==> src/rtl/div_repsub_if.sv <==
// Start/done handshake and operand/result bus shared by the divider and its requester.
interface div_repsub_if #(
  parameter int WIDTH = 16
);
  logic             start;
  logic [WIDTH-1:0] data_in;
  logic [WIDTH-1:0] quotient;
  logic [WIDTH-1:0] remainder;
  logic             busy;
  logic             done;
  logic             dbz;

  // Requester side: issues start and operands, observes results.
  modport master (
    output start, data_in,
    input  quotient, remainder, busy, done, dbz
  );

  // Divider side.
  modport slave (
    input  start, data_in,
    output quotient, remainder, busy, done, dbz
  );
endinterface

==> src/rtl/div_repsub.sv <==
// Unsigned divider by repeated subtraction. Dividend and divisor arrive on
// consecutive cycles after a start pulse. One subtraction is made per cycle
// until the remainder drops below the divisor. A zero divisor is reported
// through dbz with an all-ones quotient.
module div_repsub #(
  parameter int WIDTH = 16
) (
  input  logic        clk,
  input  logic        rst,
  div_repsub_if.slave bus
);

  typedef enum logic [2:0] {
    IDLE = 3'd0,
    LDA  = 3'd1,
    LDB  = 3'd2,
    CHK  = 3'd3,
    SUB  = 3'd4,
    DONE = 3'd5
  } state_t;

  state_t           state_reg;
  logic [WIDTH-1:0] quotient_reg;
  logic [WIDTH-1:0] remainder_reg;
  logic [WIDTH-1:0] divisor_reg;
  logic             busy_reg;
  logic             done_reg;
  logic             dbz_reg;

  // Controller and datapath. busy/done are updated on the same edges that
  // change state, so they always match the state being entered.
  always_ff @(posedge clk) begin
    if (rst) begin
      state_reg     <= IDLE;
      quotient_reg  <= '0;
      remainder_reg <= '0;
      divisor_reg   <= '0;
      busy_reg      <= 1'b0;
      done_reg      <= 1'b0;
      dbz_reg       <= 1'b0;
    end else begin
      case (state_reg)
        IDLE, DONE: begin
          // Results stay held in DONE until the next start is accepted.
          if (bus.start) begin
            state_reg <= LDA;
            busy_reg  <= 1'b1;
            done_reg  <= 1'b0;
          end
        end
        LDA: begin
          // The remainder register receives the dividend. It is then reduced in place.
          remainder_reg <= bus.data_in;
          quotient_reg  <= '0;
          dbz_reg       <= 1'b0;
          state_reg     <= LDB;
        end
        LDB: begin
          divisor_reg <= bus.data_in;
          state_reg   <= CHK;
        end
        CHK: begin
          if (divisor_reg == '0) begin
            quotient_reg <= '1;
            dbz_reg      <= 1'b1;
            state_reg    <= DONE;
            busy_reg     <= 1'b0;
            done_reg     <= 1'b1;
          end else begin
            state_reg <= SUB;
          end
        end
        SUB: begin
          if (remainder_reg >= divisor_reg) begin
            remainder_reg <= remainder_reg - divisor_reg;
            quotient_reg  <= quotient_reg + 1'b1;
          end else begin
            state_reg <= DONE;
            busy_reg  <= 1'b0;
            done_reg  <= 1'b1;
          end
        end
        default: begin
          state_reg <= IDLE;
          busy_reg  <= 1'b0;
          done_reg  <= 1'b0;
        end
      endcase
    end
  end

  assign bus.quotient  = quotient_reg;
  assign bus.remainder = remainder_reg;
  assign bus.busy      = busy_reg;
  assign bus.done      = done_reg;
  assign bus.dbz       = dbz_reg;

endmodule
==> src/flat_wrapper.sv <==
// flat-port wrapper written by rule: the top's interface ports become plain ports
module div_repsub_flat 
#(
  parameter int WIDTH = 16
)
  (clk, rst, bus_start, bus_data_in, bus_quotient, bus_remainder, bus_busy, bus_done, bus_dbz);
  div_repsub_if #(.WIDTH(WIDTH)) bus_i ();
  input  logic clk;
  input  logic rst;
  input wire logic [$bits(bus_i.start)-1:0] bus_start;
  input wire logic [$bits(bus_i.data_in)-1:0] bus_data_in;
  output wire logic [$bits(bus_i.quotient)-1:0] bus_quotient;
  output wire logic [$bits(bus_i.remainder)-1:0] bus_remainder;
  output wire logic [$bits(bus_i.busy)-1:0] bus_busy;
  output wire logic [$bits(bus_i.done)-1:0] bus_done;
  output wire logic [$bits(bus_i.dbz)-1:0] bus_dbz;
  assign bus_i.start = bus_start;
  assign bus_i.data_in = bus_data_in;
  assign bus_quotient = bus_i.quotient;
  assign bus_remainder = bus_i.remainder;
  assign bus_busy = bus_i.busy;
  assign bus_done = bus_i.done;
  assign bus_dbz = bus_i.dbz;
  div_repsub #(.WIDTH(WIDTH)) u_core (.clk(clk), .rst(rst), .bus(bus_i));
endmodule
==> config.mk <==
export PLATFORM = sky130hd
export DESIGN_NAME = div_repsub_flat
export DESIGN_NICKNAME = d
export VERILOG_FILES = /design/src/rtl/div_repsub_if.sv /design/src/rtl/div_repsub.sv /design/src/flat_wrapper.sv
export SDC_FILE = /design/constraint.sdc
export NUM_CORES = 1
export LEC_CHECK = 0
export BUFFER_PORTS_ARGS = -buffer_cell sky130_fd_sc_hd__buf_2
export CORE_MARGIN = 2
export CORE_UTILIZATION = 57
export CTS_BUF_LIST = sky130_fd_sc_hd__clkbuf_16
export CTS_CLUSTER_DIAMETER = 150
export CTS_CLUSTER_SIZE = 24
export DETAILED_ROUTE_END_ITERATION = 7
export PLACE_DENSITY = 0.8
export SETUP_SLACK_MARGIN = 0.2
export SYNTH_ARGS = -nofsm -noshare
export SYNTH_HDL_FRONTEND = slang
export SYNTH_SLANG_ARGS = --single-unit
==> constraint.sdc <==
create_clock -name clk -period 3.6 [get_ports clk]
set_clock_uncertainty 0.2 [all_clocks]
set_input_delay 0.18 -clock clk [delete_from_list [all_inputs] [get_ports clk]]
set_output_delay 0.18 -clock clk [all_outputs]
set_load 0.005 [all_outputs]
# Word level (Yosys, flattened, before mapping)
# Index checks and enable logic that the tools add are counted.
[word_totals]
regBits = 54
input_bits = 19
[op_classes]
add_sub_neg = 2
order_cmp = 1
n_eq_ne = 9
mux = 18
bitwise = 1
reduce_logical = 12
[ops]
columns = ["cell", "count"]
rows = [
  ["16-bit 2-to-1 mux", 3],
  ["16-bit case mux with 3 select lines", 1],
  ["16-bit case mux with 2 select lines", 1],
  ["16-bit by 1-bit adder with 16-bit output, second input constant", 1],
  ["16-bit greater-or-equal comparator", 1],
  ["16-bit zero test", 1],
  ["16-bit subtractor", 1],
  ["3-bit case mux with 5 select lines", 1],
  ["1-bit case mux with 4 select lines", 2],
  ["1-bit 2-to-1 mux", 7],
  ["3-bit by 2-bit == test with 1-bit output, second input constant", 2],
  ["3-bit == test, second input constant", 2],
  ["3-bit 2-to-1 mux", 2],
  ["2-bit AND reduction", 3],
  ["2-bit by 1-bit != test with 1-bit output, second input constant", 2],
  ["2-bit != test, second input constant", 2],
  ["4-bit AND reduction", 1],
  ["2-bit nonzero test", 2],
  ["2-bit OR reduction", 2],
  ["3-bit by 1-bit == test with 1-bit output, second input constant", 1],
  ["3-bit zero test", 1],
  ["3-bit AND reduction", 1],
  ["3-bit nonzero test", 1],
  ["1-bit case mux with 2 select lines", 1],
  ["1-bit inverter", 1],
]

# Depth between registers and ports, before layout
[logic_depth]
ltp_word = 4
ltp_mapped = 12

# Worst setup path after synthesis
# No wires, ideal clock.
[synth_timing]
kind = "flip-flop to flip-flop"
start = "register u_core.divisor_reg[13]"
end = "register u_core.remainder_reg[13] (netlist: u_core.bus.remainder[13])"
setup_time_ns = 0.073
arrival_ns = 2.499
required_ns = 3.327
slack_ns = 0.827
path_stages_with_launch = 11
path_buffers = 2
synth_period_minus_slack_ns = 2.773
path_cell_list = "dfxtp_1 -> inv_1 -> ha_1 -> buf_2 -> nand4_1 -> or3_1 -> o211a_1 -> a221o_1 -> buf_6 -> or3_4 -> o211ai_2"
[synth_via]
elab_chain_cells = 3
word_cells_on_any_way = 6
[synth_rtl]
columns = ["item", "line", "rtl"]
rows = [
  ["start, declared", "div_repsub.sv:25", "logic [WIDTH-1:0] divisor_reg;"],
  ["start signal, assigned", "div_repsub.sv:59", "divisor_reg <= bus.data_in;"],
  ["16-bit subtractor or 16-bit greater-or-equal comparator (tied branches)", "div_repsub.sv:75, div_repsub.sv:74", ""],
  ["16-bit 2-to-1 mux or 2-bit by 1-bit != test with 1-bit output (tied branches)", "n/a", ""],
  ["16-bit case mux with 2 select lines or 2-bit AND reduction (tied branches)", "n/a", ""],
  ["end signal, assigned", "div_repsub.sv:53", "remainder_reg <= bus.data_in;"],
  ["end signal, assigned", "div_repsub.sv:75", "remainder_reg <= remainder_reg - divisor_reg;"],
  ["end, declared", "div_repsub.sv:24", "logic [WIDTH-1:0] remainder_reg;"],
]
# Several ways; a longest one is shown, not always the timed one. The select of a mux whose other input is x is not followed.
# A chain may end at the register's enable or synchronous reset.

# Final worst setup path
[layout_timing]
start = "register u_core.divisor_reg[9]"
end = "register u_core.quotient_reg[2] (netlist: u_core.bus.quotient[2])"
[layout_via]
elab_chain_cells = 3
word_cells_on_any_way = 5
[layout_rtl]
columns = ["item", "line", "rtl"]
rows = [
  ["16-bit greater-or-equal comparator or 16-bit zero test (tied branches)", "div_repsub.sv:74, div_repsub.sv:63", ""],
  ["2-bit by 1-bit != test with 1-bit output (no source line)", "n/a", ""],
  ["3-bit AND reduction (no source line) (*)", "n/a", ""],
  ["end signal, assigned", "div_repsub.sv:76", "quotient_reg <= quotient_reg + 1'b1;"],
  ["end, declared", "div_repsub.sv:23", "logic [WIDTH-1:0] quotient_reg;"],
]
# Every way passes the cells marked *; elsewhere a longest branch is shown, timed or not.

==> results.sh <==
export IMPL_utilization_pct=68.6
export IMPL_nNetsFinal=553
export IMPL_power_net_switching_mw=2.16
export IMPL_finalCriticalPeriod_ps=3110
export IMPL_clockPowerShare_pct=10.5
export IMPL_r2r_start="u_core.divisor_reg[9]"
export IMPL_synth_area_per_cell_um2=7.38
export IMPL_gr_usage_all_layers_pct=28.1
export IMPL_drv_cap=0
export IMPL_root_buffer="clkbuf_16"
export IMPL_portBuffers=53
export IMPL_yosys_most_used_dff="dfxtp_1"
export IMPL_yosys_area_top_type="dfxtp_1"
export IMPL_synthTopCellsByArea="dfxtp_1, nand2_1, a21oi_1"
export IMPL_worstSetupStartpoint="u_core.divisor_reg[9]"
export IMPL_hold_path_class="primary input to flop"
export IMPL_setup_viol=0
export IMPL_dpl_hpwl_um=6100
export IMPL_synth_common_cells="nand2_1, dfxtp_1, a21oi_1, nor2_1, inv_1"
export IMPL_cts_htree_levels=2
export IMPL_syn_num_nets=496
export IMPL_cts_hold_buffers=16
export IMPL_postCtsSetupBuffers=0
export IMPL_ant_nets=0
export IMPL_die_w_um=81.1
export IMPL_p_seq_share_pct=24.0
export IMPL_clk_path_buf_depth=2
export IMPL_drv_slew=0
export IMPL_cts_resized=0
export IMPL_drc_errors=0
export IMPL_grt_overflow=0
export IMPL_clk_pin_slew_ps=70
export IMPL_hold_violations=0
export IMPL_synth_area_mm2=0.00339
export IMPL_synth_seq_cells=54
export IMPL_cellLeakagePower_nw=1.65
export IMPL_dp_slack_ps=543
export IMPL_cts_tree="built"
export IMPL_gp_congestion=0.939
export IMPL_combPwrFrac_pct=65.5
export IMPL_swShare_pct=48.0
export IMPL_grt_max_degree=58
export IMPL_end_kind="flop"
export IMPL_synth_most_common_cell="nand2_1"
export IMPL_drtPass1Iterations=5
export IMPL_grt_pass1_vias=3197
export IMPL_synthDominantCellAreaShare_pct=31.9
export IMPL_synth_edff_count=0
export IMPL_critical_path_max_stage_delay_ps=410
export IMPL_hold_start="bus_start"
export IMPL_criticalPathCategory="flop to flop"
export IMPL_period_share_pct=86.3
export IMPL_vias_per_cell=5.91
export IMPL_async_reset_ff_share_pct=0
export IMPL_cp_start_kind="flop"
export IMPL_io_pins=54
export IMPL_critPathArrivalTime_ps=3070
export IMPL_yosysSeqAreaShare_pct=31.9
export IMPL_die_area_mm2=0.00657
export IMPL_crit_path_cell_trace="inv_1, ha_1, a21oi_1, o21a_1, a2bb2oi_1, a221o_1, buf_4, nor2_1, a2111oi_0"
export IMPL_antenna_found_initial=0
export IMPL_fin_ws_ps=492
export IMPL_rows=28
export IMPL_yosysWarnings=0
export IMPL_die_y_um=81.1
export IMPL_p_per_area_mw_per_mm2=1130
export IMPL_peakVddDrop_v=0.000516
export IMPL_critPathTopFamily="compound AO/OA/AOI/OAI gates"
export IMPL_status="finished clean"
export IMPL_core_area_mm2=0.00582
export IMPL_grt_first_pass_wirelength_um=14900
export IMPL_dr_total_vias=3495
export IMPL_clock_sinks=54
export IMPL_cts_buffers=5
export IMPL_crit_fanout=11
export IMPL_tightestPinTransition_ps=1050
export IMPL_path_buf_inv=2
export IMPL_initial_utilization_pct=58.2
export IMPL_area_growth_syn_to_layout_pct=17.7
export IMPL_intPower_mw=2.33
export IMPL_slowest_stage="a2bb2oi_1"
export IMPL_finalSetupTns_ps=0
export IMPL_maxSlewHeadroom_pct=30.3
export IMPL_maxClockFrequency_ghz=0.322
export IMPL_synth_distinct_cells=54
export IMPL_routedWlPerCell_um=15.0
export IMPL_cp_required_ps=3570
export IMPL_drive_above_1_share_pct=14.3
export IMPL_syn_inst=459
export IMPL_antenna_cells=0
export IMPL_clk_latency_ps=290
export IMPL_wl_um=8860
export IMPL_drtIter0Drc=276
export IMPL_rsz0062_at_grt="no"
## worst register-to-register path, cell delays in order (launching register included)
cell,delay (ps)
dfxtp_1,370
inv_1,60
ha_1,360
a21oi_1,300
o21a_1,220
a2bb2oi_1,410
a221o_1,410
buf_4,250
nor2_1,70
a2111oi_0,330
## stage by stage
stage	hold WS (ps)	instance area [µm²]	total power, mW	cells
finish	57.3	3990	4.49	591
global route	89.7	3990	4.91	591
CTS	57.7	3990	4.45	591
detailed placement	237	3690	3.94	568
global placement	231	3690	3.89	568
floorplan	116	3390	3.24	459
## layout by cell type, fill, tap and decap left out, drive strengths merged, types with 4 or more instances in the layout
cell	instances
dlygate4sd3	16
o21ai	23
a31oi	5
nor3	17
nand4	7
and3	4
or3	4
a311oi	6
o22ai	8
a211oi	10
nor2	40
a221oi	8
a21oi	54
buf	61
inv	29
clkbuf	5
nand2	73
ha	17
xnor2	8
nand3	8
o21a	7
nor4	7
dfxtp	54
o311a	4
o211ai	4
## cells by family after synthesis
kind of cell | count (synthesis) | synth area share (%)
compound gates | 145 | 27.9
buf+inv | 55 | 6.50
flops | 54 | 31.9
fa+ha+maj | 18 | 6.87
simple gates | 178 | 24.4
mux | 1 | 0.296
xor+xnor | 8 | 2.07
## layout make-up
type / count / area [µm²]
clock buffers: 5 / 125
clock inverters: 2 / 11.3
fillers: 516 / 1830
inverters: 28 / 105
multi-input cells: 350 / 2090
flip-flops and latches: 54 / 1080
well taps: 75 / 93.8
repair buffers: 77 / 485
## worst paths after layout
check                           end  slack, ps  cells after the start
max          u_core.bus.quotient[2]        490                      9
min reg2reg         u_core.bus.done        260                      1
min             u_core.state_reg[0]         60                      4
max reg2reg  u_core.bus.quotient[2]        490                      9
## power groups by stage
stage	combinational, mW	clock, mW	sequential, mW
finish	2.94	0.471	1.08
global route	3.30	0.499	1.11
CTS	2.90	0.474	1.07
detailed placement	2.86	0	1.08
global placement	2.82	0	1.07
floorplan	2.20	0	1.03
## metal layers
layer | track usage [%] | part of all wire (%) | vias to the layer above
met5 | 0 | 0 | -
met4 | 5.08 | 0.69 | 0
met3 | 3.56 | 4.8 | 5
met2 | 46.8 | 47 | 114
met1 | 39.3 | 48 | 1610
li1 | - | - | 1766
(Power assumes the default switching activity.)
